### config.mk
export PLATFORM = sky130hd
export DESIGN_NAME = ide_pio_sequencer
export DESIGN_NICKNAME = d
export VERILOG_FILES = /design/src/rtl/ide_pio_sequencer.sv
export SDC_FILE = /design/constraint.sdc
export NUM_CORES = 1
export LEC_CHECK = 0
export ABC_CLOCK_PERIOD_IN_PS = 3110
export CAP_MARGIN = 40
export CORE_MARGIN = 5
export CORE_UTILIZATION = 57
export CTS_BUF_LIST = sky130_fd_sc_hd__clkbuf_8
export CTS_CLUSTER_DIAMETER = 150
export DETAILED_ROUTE_END_ITERATION = 6
export HOLD_SLACK_MARGIN = 0.05
export PLACE_DENSITY = 0.8
export SLEW_MARGIN = 20
export SYNTH_ARGS = -nofsm -noshare
export SYNTH_HDL_FRONTEND = slang
export SYNTH_SLANG_ARGS = --single-unit
### constraint.sdc
create_clock -name CLKCPU -period 3.11 [get_ports CLKCPU]
set_clock_uncertainty 0.05 [all_clocks]
set_input_delay 0.933 -clock CLKCPU [delete_from_list [all_inputs] [get_ports CLKCPU]]
set_output_delay 0.933 -clock CLKCPU [all_outputs]
set_load 0.01 [all_outputs]
### src/rtl/ide_pio_sequencer.sv
// IDE PIO sequencer: turns a decoded 68030 IDE access (AS20/RW20/IDESEL)
// into IDE chip-select and read/write strobes. Setup, strobe, hold and
// recovery lengths are programmable. IORDY (IDEWAIT) can stretch the strobe.
// The CPU cycle is terminated with DSACK1 for a 16-bit port.
//
// Handshake: a cycle is requested while AS20 is low with IDESEL high and the
// sequencer is IDLE. DSACK1 acknowledges the request and stays low until the
// CPU negates AS20. Requests seen while BUSY are ignored until IDLE, because
// nothing is queued. An AS20 negation before ACK aborts the cycle without
// asserting DSACK1.
module ide_pio_sequencer #(
  parameter int T_SETUP   = 2,
  parameter int T_STROBE  = 6,
  parameter int T_HOLD    = 2,
  parameter int T_RECOVER = 3,
  parameter int T_TIMEOUT = 255
) (
  input  logic       CLKCPU,
  input  logic       RESET,
  input  logic       AS20,
  input  logic       RW20,
  input  logic       IDESEL,
  input  logic       CSSEL,
  input  logic       IDEWAIT,
  output logic [1:0] IDECS,
  output logic       IOR,
  output logic       IOW,
  output logic       DSACK1,
  output logic       TIMEOUT,
  output logic       BUSY,
  output logic [2:0] DBG_STATE
);

  localparam logic [2:0] S_IDLE    = 3'd0;
  localparam logic [2:0] S_SETUP   = 3'd1;
  localparam logic [2:0] S_STROBE  = 3'd2;
  localparam logic [2:0] S_WAITRDY = 3'd3;
  localparam logic [2:0] S_ACK     = 3'd4;
  localparam logic [2:0] S_HOLD    = 3'd5;
  localparam logic [2:0] S_RECOVER = 3'd6;

  // Phase reload values. SETUP, HOLD and RECOVER count down to zero and leave
  // on the edge that sees zero, so they last exactly T_x cycles. STROBE is
  // loaded with the full T_STROBE so that, after T_STROBE strobe-low cycles,
  // one further cycle is spent sampling IORDY before choosing ACK or WAITRDY.
  localparam logic [3:0] SETUP_LD   = 4'(T_SETUP - 1);
  localparam logic [3:0] STROBE_LD  = 4'(T_STROBE);
  localparam logic [3:0] HOLD_LD    = 4'(T_HOLD - 1);
  localparam logic [3:0] RECOVER_LD = (T_RECOVER == 0) ? 4'd0 : 4'(T_RECOVER - 1);
  localparam logic [7:0] WAIT_LAST  = 8'(T_TIMEOUT - 1);

  logic [2:0] state_q, state_d;
  logic [3:0] phase_q, phase_d;
  logic [7:0] wait_q, wait_d;
  logic       rw_q, rw_d;
  logic       sel_q, sel_d;
  logic       timeout_d;

  logic [1:0] idecs_d;
  logic       ior_d, iow_d, dsack_d, busy_d;
  logic       cs_act, strobe_act;

  // Next-state, phase counter and wait counter.
  always_comb begin
    state_d   = state_q;
    phase_d   = phase_q;
    wait_d    = wait_q;
    rw_d      = rw_q;
    sel_d     = sel_q;
    timeout_d = 1'b0;
    case (state_q)
      S_IDLE: begin
        if (!AS20 && IDESEL) begin
          state_d = S_SETUP;
          phase_d = SETUP_LD;
          rw_d    = RW20;
          sel_d   = CSSEL;
        end
      end
      S_SETUP: begin
        if (AS20) begin
          state_d = S_HOLD;
          phase_d = HOLD_LD;
        end else if (phase_q == 4'd0) begin
          state_d = S_STROBE;
          phase_d = STROBE_LD;
        end else begin
          phase_d = phase_q - 4'd1;
        end
      end
      S_STROBE: begin
        if (AS20) begin
          state_d = S_HOLD;
          phase_d = HOLD_LD;
        end else if (phase_q == 4'd0) begin
          phase_d = 4'd0;
          if (!IDEWAIT) begin
            state_d = S_WAITRDY;
            wait_d  = 8'd0;
          end else begin
            state_d = S_ACK;
          end
        end else begin
          phase_d = phase_q - 4'd1;
        end
      end
      S_WAITRDY: begin
        if (AS20) begin
          state_d = S_HOLD;
          phase_d = HOLD_LD;
        end else if (IDEWAIT) begin
          state_d = S_ACK;
        end else if (wait_q == WAIT_LAST) begin
          state_d   = S_ACK;
          timeout_d = 1'b1;
        end else begin
          wait_d = wait_q + 8'd1;
        end
      end
      S_ACK: begin
        if (AS20) begin
          state_d = S_HOLD;
          phase_d = HOLD_LD;
        end
      end
      S_HOLD: begin
        if (phase_q == 4'd0) begin
          if (T_RECOVER == 0) begin
            state_d = S_IDLE;
            phase_d = 4'd0;
          end else begin
            state_d = S_RECOVER;
            phase_d = RECOVER_LD;
          end
        end else begin
          phase_d = phase_q - 4'd1;
        end
      end
      S_RECOVER: begin
        if (phase_q == 4'd0) begin
          state_d = S_IDLE;
        end else begin
          phase_d = phase_q - 4'd1;
        end
      end
      default: begin
        state_d = S_IDLE;
        phase_d = 4'd0;
      end
    endcase
  end

  // Output decode from the next state so every output is a plain register.
  always_comb begin
    cs_act     = (state_d == S_SETUP) || (state_d == S_STROBE) ||
                 (state_d == S_WAITRDY) || (state_d == S_ACK) ||
                 (state_d == S_HOLD);
    strobe_act = (state_d == S_STROBE) || (state_d == S_WAITRDY) ||
                 (state_d == S_ACK);
    idecs_d    = 2'b11;
    if (cs_act) begin
      idecs_d = sel_d ? 2'b01 : 2'b10;
    end
    ior_d   = !(strobe_act && rw_d);
    iow_d   = !(strobe_act && !rw_d);
    dsack_d = !(state_d == S_ACK);
    busy_d  = (state_d != S_IDLE);
  end

  // State and output registers, cleared asynchronously.
  always_ff @(posedge CLKCPU or posedge RESET) begin
    if (RESET) begin
      state_q <= S_IDLE;
      phase_q <= 4'd0;
      wait_q  <= 8'd0;
      rw_q    <= 1'b1;
      sel_q   <= 1'b0;
      IDECS   <= 2'b11;
      IOR     <= 1'b1;
      IOW     <= 1'b1;
      DSACK1  <= 1'b1;
      TIMEOUT <= 1'b0;
      BUSY    <= 1'b0;
    end else begin
      state_q <= state_d;
      phase_q <= phase_d;
      wait_q  <= wait_d;
      rw_q    <= rw_d;
      sel_q   <= sel_d;
      IDECS   <= idecs_d;
      IOR     <= ior_d;
      IOW     <= iow_d;
      DSACK1  <= dsack_d;
      TIMEOUT <= timeout_d;
      BUSY    <= busy_d;
    end
  end

  assign DBG_STATE = state_q;

endmodule
=== Word-level counts from Yosys, hierarchy flattened ===
Cells that the tools add are included.

* Bits in registers: 24
* Bits of input ports: 7
* Output and inout port bits: 10
* Word-level logic and storage cells: 94

* $add $sub $neg: 2
* Equality and inequality tests: 21
* Mux-type cells: 39
* Reduce and logical (&&, ||, !) cells: 21

{| class="wikitable"
|+ Operators by type and width
! kind !! count
|-
| 8-bit two-way mux || 6
|-
| 3-bit two-way mux || 12
|-
| 4-bit two-way mux || 8
|-
| 4-bit one-hot mux with 6 select lines || 1
|-
| 3-bit one-hot mux with 7 select lines || 1
|-
| 2-bit != test (second input constant) || 8
|-
| 8-bit one-hot mux with 2 select lines || 1
|-
| 3-bit == test (second input constant) || 5
|-
| 3-bit by 2-bit == test with 1-bit output (second input constant) || 4
|-
| 8-bit by 1-bit adder with 8-bit output (second input constant) || 1
|-
| 8-bit == test (second input constant) || 1
|-
| 1-bit two-way mux || 8
|-
| 7-bit AND reduction || 1
|-
| 3-bit by 1-bit == test with 1-bit output (second input constant) || 2
|-
| 1-bit logical OR || 6
|-
| 1-bit logical NOT || 5
|-
| 4-bit logical NOT || 1
|-
| 2-bit two-way mux || 2
|-
| 4-bit by 1-bit subtractor with 4-bit output (second input constant) || 1
|-
| 1-bit logical AND || 3
|-
| 3-bit logical NOT || 1
|-
| 3-bit AND reduction || 1
|-
| 3-bit nonzero test || 1
|-
| 2-bit by 1-bit != test with 1-bit output (second input constant) || 1
|-
| 2 further kinds || 2
|}

=== Longest topological paths before layout ===
Gate-level depths: netlist (run 1).

* Depth after elaboration: 11
* Depth in mapped cells: 8
* Gate-level depth less buffers: 7

=== Worst setup path after synthesis (run 1) ===
OpenSTA, ideal clock, no wires.

* Path type: input -> register
* Start: in AS20
* End: reg wait_q[6]
* Library setup time: 137 ps
* Arrival: 2,326 ps
* Path slack: 597 ps
* Stages: 7
* Buffers on the path: 2
* Cell sequence: buf_6 or4b_4 buf_6 o21bai_4 nor4_2 xnor2_1 nor2_1

* Longest elaborated chain between the ends: 2

{| class="wikitable"
|+ RTL lines
! what !! RTL line !! RTL
|-
| start: declaration || 20 || <nowiki>input logic AS20,</nowiki>
|-
| 2-bit != test (no source line) || -- ||
|-
| 7-bit AND reduction (no source line) (*) || -- ||
|-
| end signal: assignment || 187 || <nowiki>wait_q <= wait_d;</nowiki>
|-
| end: declaration || 54 || <nowiki>logic [7:0] wait_q, wait_d;</nowiki>
|}

Every way passes the cells marked *; elsewhere a longest branch is shown, timed or not.
A chain may end at the register's enable or synchronous reset.

=== Worst setup path after layout (run 1) ===
* Start: in AS20
* End: reg IOR

* Longest elaborated chain between the ends: 9

{| class="wikitable"
|+ RTL lines
! what !! RTL line !! RTL
|-
| 1-bit logical NOT || 73 || <nowiki>if (!AS20 && IDESEL) begin</nowiki>
|-
| 1-bit logical AND || 73 ||
|-
| 3-bit two-way mux || 73 ||
|-
| 3-bit one-hot mux with 7 select lines (*) || 71 || <nowiki>case (state_q)</nowiki>
|-
| via state_d[0] || 52 || <nowiki>logic [2:0] state_q, state_d;</nowiki>
|-
| 3-bit by 2-bit == test with 1-bit output || 158 || <nowiki>strobe_act = (state_d == S_STROBE) || (state_d == S_WAITRDY) ||</nowiki>
|-
| 1-bit logical OR || 158 ||
|-
| 1-bit logical OR (*) || 158 ||
|-
| 1-bit logical AND (*) || 164 || <nowiki>ior_d = !(strobe_act && rw_d);</nowiki>
|-
| 1-bit logical NOT (*) || 164 ||
|-
| via ior_d || 60 || <nowiki>logic ior_d, iow_d, dsack_d, busy_d;</nowiki>
|-
| end signal: assignment || 191 || <nowiki>IOR <= ior_d;</nowiki>
|-
| end: declaration || 26 || <nowiki>output logic IOR,</nowiki>
|}

Mark *: on every way through the listed nets, which the timed path passes. The rest lies on a longest branch.

==> results of run 1 <==
-- cells in the mapped netlist, types with 2 or more instances --
cell type and number:
nor2b_1 3, nor3b_1 2, nand2b_1 4, nand4_1 4
nor4_2 3, ha_1 4, and2_1 2, xnor2_1 5
buf_6 2, o211ai_1 3, nand2_1 5, nor2_1 11
mux2_2 3, inv_1 8, o21ai_1 3, and3_1 2
dfstp_2 6, o31ai_1 2, clkbuf_1 4, o22ai_1 2
nand3_1 7, a21oi_1 6, a211oi_1 2, dfrtp_1 18
nor3_1 6, a22o_1 4, o21ai_0 6
-- how the worst max path moves through the flow --
stage          from                     to  slack (ns)  cells past startpoint
4_1_cts        AS20          IOR$_DFF_PP1_        0.40                      7
3_3_place_gp   AS20  wait_q[6]$_DFFE_PP0P_        0.19                      6
5_1_grt        AS20          IOW$_DFF_PP1_        0.24                      7
6_report       AS20          IOR$_DFF_PP1_        0.39                      7
2_1_floorplan  AS20  wait_q[6]$_DFFE_PP0P_        0.60                      7
3_5_place_dp   AS20          IOR$_DFF_PP1_        0.14                      7
-- power groups by stage --
stage,Clock (uW),Combinational [uW],Sequential (uW)
after floorplan,0,511,524
after global placement,0,683,555
after detailed placement,0,707,560
after CTS,280,714,553
after global routing,292,792,573
final,274,714,555
-- cell type report --
cell class                      count  area, sq um
Fill cell                         190        743.2
Timing Repair Buffer               22        205.2
Multi-Input combinational cell    109        759.5
Clock inverter                      1        30.03
Clock buffer                        3        41.29
Sequential cell                    24        608.1
Tap cell                           30        37.54
Inverter                            8        30.03
-- layer usage --
metal | up-vias | GRT usage (%) | part of all wire [%] | wire (um)
met2 | 23 | 30.09 | 50 | 1518
met3 | 4 | 3.830 | 4.1 | 125
met1 | 619 | 25.03 | 45 | 1368
met4 | 0 | 7.278 | 0.95 | 29
li1 | 577 | - | - | -
met5 | - | 0 | 0 | 0
-- state kept, by name (all words and copies together) (netlist names) --
signal	cells
BUSY	1
DBG_STATE	3
DSACK1	1
IDECS	2
IOR	1
IOW	1
TIMEOUT	1
phase_q	4
rw_q	1
sel_q	1
wait_q	8
-- critical path, stage by stage --
cell and delay [ns]:
clkdlybuf4s50_1 0.60, nor2_1 0.11, a2111oi_0 0.43, buf_4 0.19, o32ai_1 0.14, a211oi_1 0.33
o21ai_1 0.13
-- metrics by stage --
stage | setup WS (ns) | cell area (sq um) | power [uW]
6_report | 0.3893 | 1712 | 1542
4_1_cts | 0.4049 | 1712 | 1547
5_1_grt | 0.2389 | 1712 | 1657
3_3_place_gp | 0.1860 | 1640 | 1238
2_1_floorplan | 0.5971 | 1444 | 1034
3_5_place_dp | 0.1354 | 1640 | 1267
-- logic make-up after synthesis --
| kind of cell | synth area share, % |
|---|---|
| AOI/OAI and AO/OA | 18.63 |
| muxes | 3.119 |
| buffers and inverters | 5.285 |
| adders and majority gates | 3.466 |
| xor gates and xnor gates | 3.639 |
| and+or+nand+nor | 23.74 |
| DFF | 42.11 |
==> results.md, run 1 <==
* RSZ-0062 raised after global routing: false
* Post-CTS Setup Inserts at 0
* RR Startpoint: phase_q[0]$_DFFE_PP0P_
* Worst EP required at 3.24 ns
* Number of H-tree levels at 1
* P_sw at 586.3 uW
* Seq/Total Area, Yosys at 42.11%
* Crit Path Category: in2reg
* CTS Buf Count at 3
* Slew headroom at 63.58%
* Hold Path Sink: sel_q$_DFF_PP0_
* Commonest cells after routing, fill and taps aside: dfrtp_1 (18), clkdlybuf4s50_1 (16), nor2_1 (11)
* Reg power frac at 36.0%
* Initial antenna violation count at 0
* Worst skew pair latency at 0.26 ns
* Hold path startpoint: sel_q$_DFF_PP0_
* Post-CTS sizing at 0
* Yosys warns at 0
* Util after Layout at 69.72%
* Hold Buf Count CTS at 0
* Worst hold path depth at 1
* Final wirelength at 3.041 mm
* Drt drc at 0
* Critical Path AT at 2.86 ns
* Hold WS at 0.4733 ns
* CTS tree: done
* FP Rows at 18
* Max VDD drop at 0.6673 mV
* IO Port Bufs at 16
* Die Span X at 60.33 um
* Primary FF master, synth: dfrtp_1
* Clock Pin Slew Worst Setup and Hold Paths at 0.08 ns
* GRT Residual Overflow at 0
* Dpl cells at 193
* Most common cell after layout, fill and taps aside: dfrtp_1
* Root Buffer Master: clkbuf_8
* R2R setup slack at 0.74 ns
* Vias in the first global route at 1204
* Clock power frac at 17.7%
* Startpoint Class: input pin
* Syn_nets at 160
* Fin crit share at 87.48%
* Worst-case reg-to-reg path depth at 7
* FF+latch count, synth at 24
* Status: finished clean
* Worst reg2reg endpoint: IOR$_DFF_PP1_
* Layout cell share with drive strength beyond 1 at 16.17%
* Leakage power at 0.0006739 uW
* Final setup fails at 0
* Cell internal pwr at 956.0 uW
* Count of cell types in the netlist at 49
* DR vias/cell at 6.208
* Fraction of registers with async set/reset at 100.0%
* Final net count at 179
* DR iter-0 viols at 35
* Synth area leader: dfrtp_1
* Share of the synthesized area in the top cell type at 31.20%
* Area Overhead vs Synth at 18.54%
* Post-synth EDFFs at 0
* Cell Area, Synth at 1444 sq um
* Total clock sinks at 24
* Hold Fails Final Rpt at 0
* GP Congestion at 0.9375
* Syn_area_per_cell at 9.691 sq um
* Fmax at 367.6 MHz
* Net Sw Frac at 38.01%
* Number of max-cap violations at 0
* Die ar. at 3640 sq um
* Ranking of synthesized cells by area: dfrtp_1 (31%), dfstp_2 (11%), ha_1 (3.5%), xnor2_1 (3.0%), nor2_1 (2.9%)
* Crit path time final at 2.721 ns
* Synth Instances at 149
* Comb power frac at 46.3%
* First-pass GRT wire length at 5.257 mm
* Hpwl dp at 2.221 mm
* Layout Cells excl Fill at 197
* Gr usage total at 18.79%
* Post-route setup TNS at 0 ns
* Die Ht at 60.33 um
* Initial core utilization at 58.82%
* Detailed Routing Iterations Pass 1 at 4
* Worst-Margin Slew at 0.5464 ns
* Core area at 2455 sq um
* Routed Antenna Nets at 0
* Diodes inserted at 0
* Crit path max fanout at 7
* Pwr Density at 901.1 nW/um^2
* Worst hold path class: reg2reg
* Largest net degree at the start of global routing at 25
* Longest Clk Path Bufs at 2
* Critical Path Sink Type: register
* Slew Limit Fails at 0
* Vias at 1223
* WL/cell at 15.44 um
* I/O Pins at 17
Note: power is estimated with default switching activity, not from simulation.
==> run 2: changes to the inputs <==
PLACE_DENSITY = 0.81   (was 0.8)
==> run 2 against run 1 <==
Sequential share of layout area grew 0.18 points. Count of clock-buffer cells in the layout grew 1. Critical endpoint is now IOW$_DFF_PP1_. Flip-flop and latch count is the same. Sequential power grew 3.8%. Cell count grew 0.51%. Largest cell class unchanged. First-iteration DRC count grew 14%. Via count shrank 1.3%. Register-to-register slack lost 0.04 ns. Die area is the same. Utilization shrank 0.36 points. Highest routed layer unchanged.
==> results.md, run 2 (same netlist as run 1, synthesis figures left out) <==
* Layout cell share with drive strength beyond 1 at 16.67% (was 16.17%)
* FP Rows at 18 (unchanged)
* Total clock sinks at 24 (unchanged)
* Routed Antenna Nets at 0 (unchanged)
* Stages on the worst setup path at 7 (unchanged)
* Startpoint Class: input pin (unchanged)
* Vias in the first global route at 1198 (was 1204)
* Slew Limit Fails at 0 (unchanged)
* CTS Buf Count at 3 (unchanged)
* Fmax at 363.1 MHz (was 367.6 MHz)
* CTS tree: done (unchanged)
* Drt drc at 0 (unchanged)
* Worst-case reg-to-reg path depth at 7 (unchanged)
* Die ar. at 3640 sq um (unchanged)
* Worst-Margin Slew at 0.6979 ns (was 0.5464 ns)
* Top delay family on crit path: compound AO/OA/AOI/OAI gates (unchanged)
* Root Buffer Master: clkbuf_8 (unchanged)
* Area Overhead vs Synth at 17.94% (was 18.54%)
* Hold Fails Final Rpt at 0 (unchanged)
* RR Startpoint: phase_q[0]$_DFFE_PP0P_ (unchanged)
* Post-DP Area at 1648 sq um (was 1640 sq um)
* Status: finished clean (unchanged)
* GRT Residual Overflow at 0 (unchanged)
* Clock Pin Slew Worst Setup and Hold Paths at 0.08 ns (about the same)
* Worst hold path class: reg2reg (unchanged)
* Crit-path slowest cell: clkdlybuf4s50_1 (unchanged)
* Cell internal pwr at 898.7 uW (was 956.0 uW)
* Hold path startpoint: sel_q$_DFF_PP0_ (unchanged)
* Final net count at 180 (was 179)
* Post-layout instance area at 1703 sq um (was 1712 sq um)
* Gr usage total at 18.68% (was 18.79%)
* Hpwl dp at 2.224 mm (was 2.221 mm)
* Final setup fails at 0 (unchanged)
* CP Launch Point: AS20 (unchanged)
* Leakage power at 0.0006709 uW (was 0.0006739 uW)
* Pwr Density at 871.6 nW/um^2 (was 901.1 nW/um^2)
* Final wirelength at 3.039 mm (was 3.041 mm)
* Critical Path Sink Type: register (unchanged)
* Most flops, register: wait_q (unchanged)
* Max VDD drop at 0.7166 mV (was 0.6673 mV)
* Worst skew pair latency at 0.26 ns (about the same)
* Largest net degree at the start of global routing at 25 (unchanged)
* Crit path max fanout at 7 (unchanged)
* Slew headroom at 53.47% (was 63.58%)
* Detailed Routing Iterations Pass 1 at 4 (unchanged)
* Clock power frac at 14.0% (was 17.7%)
* Longest Clk Path Bufs at 2 (unchanged)
* Critical Path AT at 2.89 ns (was 2.86 ns)
* Commonest cells after routing, fill and taps aside: dfrtp_1 (18), clkdlybuf4s50_1 (16), nor2_1 (11) (unchanged)
* Most common cell after layout, fill and taps aside: dfrtp_1 (unchanged)
* Max reg flops at 8 (unchanged)
* Diodes inserted at 0 (unchanged)
* Crit Path Category: in2reg (unchanged)
* DR iter-0 viols at 40 (was 35)
* Die Ht at 60.33 um (unchanged)
* I/O Pins at 17 (unchanged)
* IO Port Bufs at 16 (unchanged)
* Worst stage delay on the critical path at 0.59 ns (was 0.60 ns)
* Crit-path cells: clkdlybuf4s50_1 -> nor2_1 -> a2111oi_0 -> buf_4 -> o32ai_1 -> a211oi_1 -> o21bai_1 (was clkdlybuf4s50_1 -> nor2_1 -> a2111oi_0 -> buf_4 -> o32ai_1 -> a211oi_1 -> o21ai_1)
* First-pass GRT wire length at 5.168 mm (was 5.257 mm)
* Number of max-cap violations at 0 (unchanged)
* Number of H-tree levels at 1 (unchanged)
* Worst reg2reg endpoint: IOW$_DFF_PP1_ (was IOR$_DFF_PP1_)
* Hold Buf Count CTS at 0 (unchanged)
* Initial core utilization at 58.82% (unchanged)
* Crit path buf inv count at 2 (unchanged)
* Net Sw Frac at 39.44% (was 38.01%)
* Post-CTS Setup Inserts at 0 (unchanged)
* R2R setup slack at 0.70 ns (was 0.74 ns)
* Post-CTS sizing at 0 (unchanged)
* Post-route setup TNS at 0 ns (unchanged)
* Hold Path Sink: sel_q$_DFF_PP0_ (unchanged)
* DR vias/cell at 6.096 (was 6.208)
* Fin crit share at 88.55% (was 87.48%)
* Crit path time final at 2.754 ns (was 2.721 ns)
* WL/cell at 15.35 um (was 15.44 um)
* RSZ-0062 raised after global routing: false (unchanged)
* Worst hold path depth at 1 (unchanged)
* Initial antenna violation count at 0 (unchanged)
* Core area at 2455 sq um (unchanged)
* Die Span X at 60.33 um (unchanged)
* GP Congestion at 0.8140 (was 0.9375)
* Worst EP required at 3.25 ns (was 3.24 ns)
* Reg power frac at 38.8% (was 36.0%)
* P_sw at 585.4 uW (was 586.3 uW)
* Vias at 1207 (was 1223)
* Comb power frac at 47.1% (was 46.3%)
-- run 2: changes by cell type in the layout (fill, tap and decap cells not counted) --
cell	before	now
buf_4	6	7
clkbuf_8	3	4
bufinv_16	1	0
-- run 2: power by group through the flow --
| stage | clock network, uW | registers, uW | logic, uW |
|---|---|---|---|
| final | 208 | 576 | 699 |
| after CTS | 214 | 574 | 703 |
| after global placement | 0 | 570 | 674 |
| after floorplan | 0 | 524 | 511 |
| after global routing | 226 | 597 | 782 |
| after detailed placement | 0 | 580 | 697 |
-- run 2: final cells by class --
type	count	area [sq um]
fillers	194	752.0
inverters	8	30.03
clock buffers	4	55.05
well taps	30	37.54
repair buffers	23	212.7
multi-input cells	109	759.5
flip-flops and latches	24	608.1
-- run 2: how the worst max path moves through the flow --
stage | end | slack (ns)
floorplan | wait_q[6]$_DFFE_PP0P_ | 0.60
global route | IOW$_DFF_PP1_ | 0.1
global placement | IOW$_DFF_PP1_ | 0.22
detailed placement | IOW$_DFF_PP1_ | 0.08
finish | IOW$_DFF_PP1_ | 0.36
CTS | IOW$_DFF_PP1_ | 0.36
-- run 2: per-layer routing --
| layer | part of all wire (%) | track usage (%) | vias up |
|---|---|---|---|
| met3 | 3.2 | 2.128 | 6 |
| met1 | 45 | 23.79 | 597 |
| met4 | 1.3 | 7.911 | 0 |
| met2 | 51 | 32.10 | 22 |
| met5 | 0 | 0 | - |
| li1 | - | - | 582 |
-- run 2: through the flow --
stage | total power [uW] | setup slack [ns] | std cells | utilization (%) | hold WS, ns
final | 1484 | 0.3560 | 198 | 69.37 | 0.4810
after global routing | 1605 | 0.09910 | 198 | 69.37 | 0.5090
after CTS | 1490 | 0.3574 | 198 | 69.37 | 0.4742
after detailed placement | 1277 | 0.07809 | 194 | 67.13 | 0.4566
after floorplan | 1034 | 0.5971 | 149 | - | 0.4338
after global placement | 1244 | 0.2154 | 194 | 67.13 | 0.4426
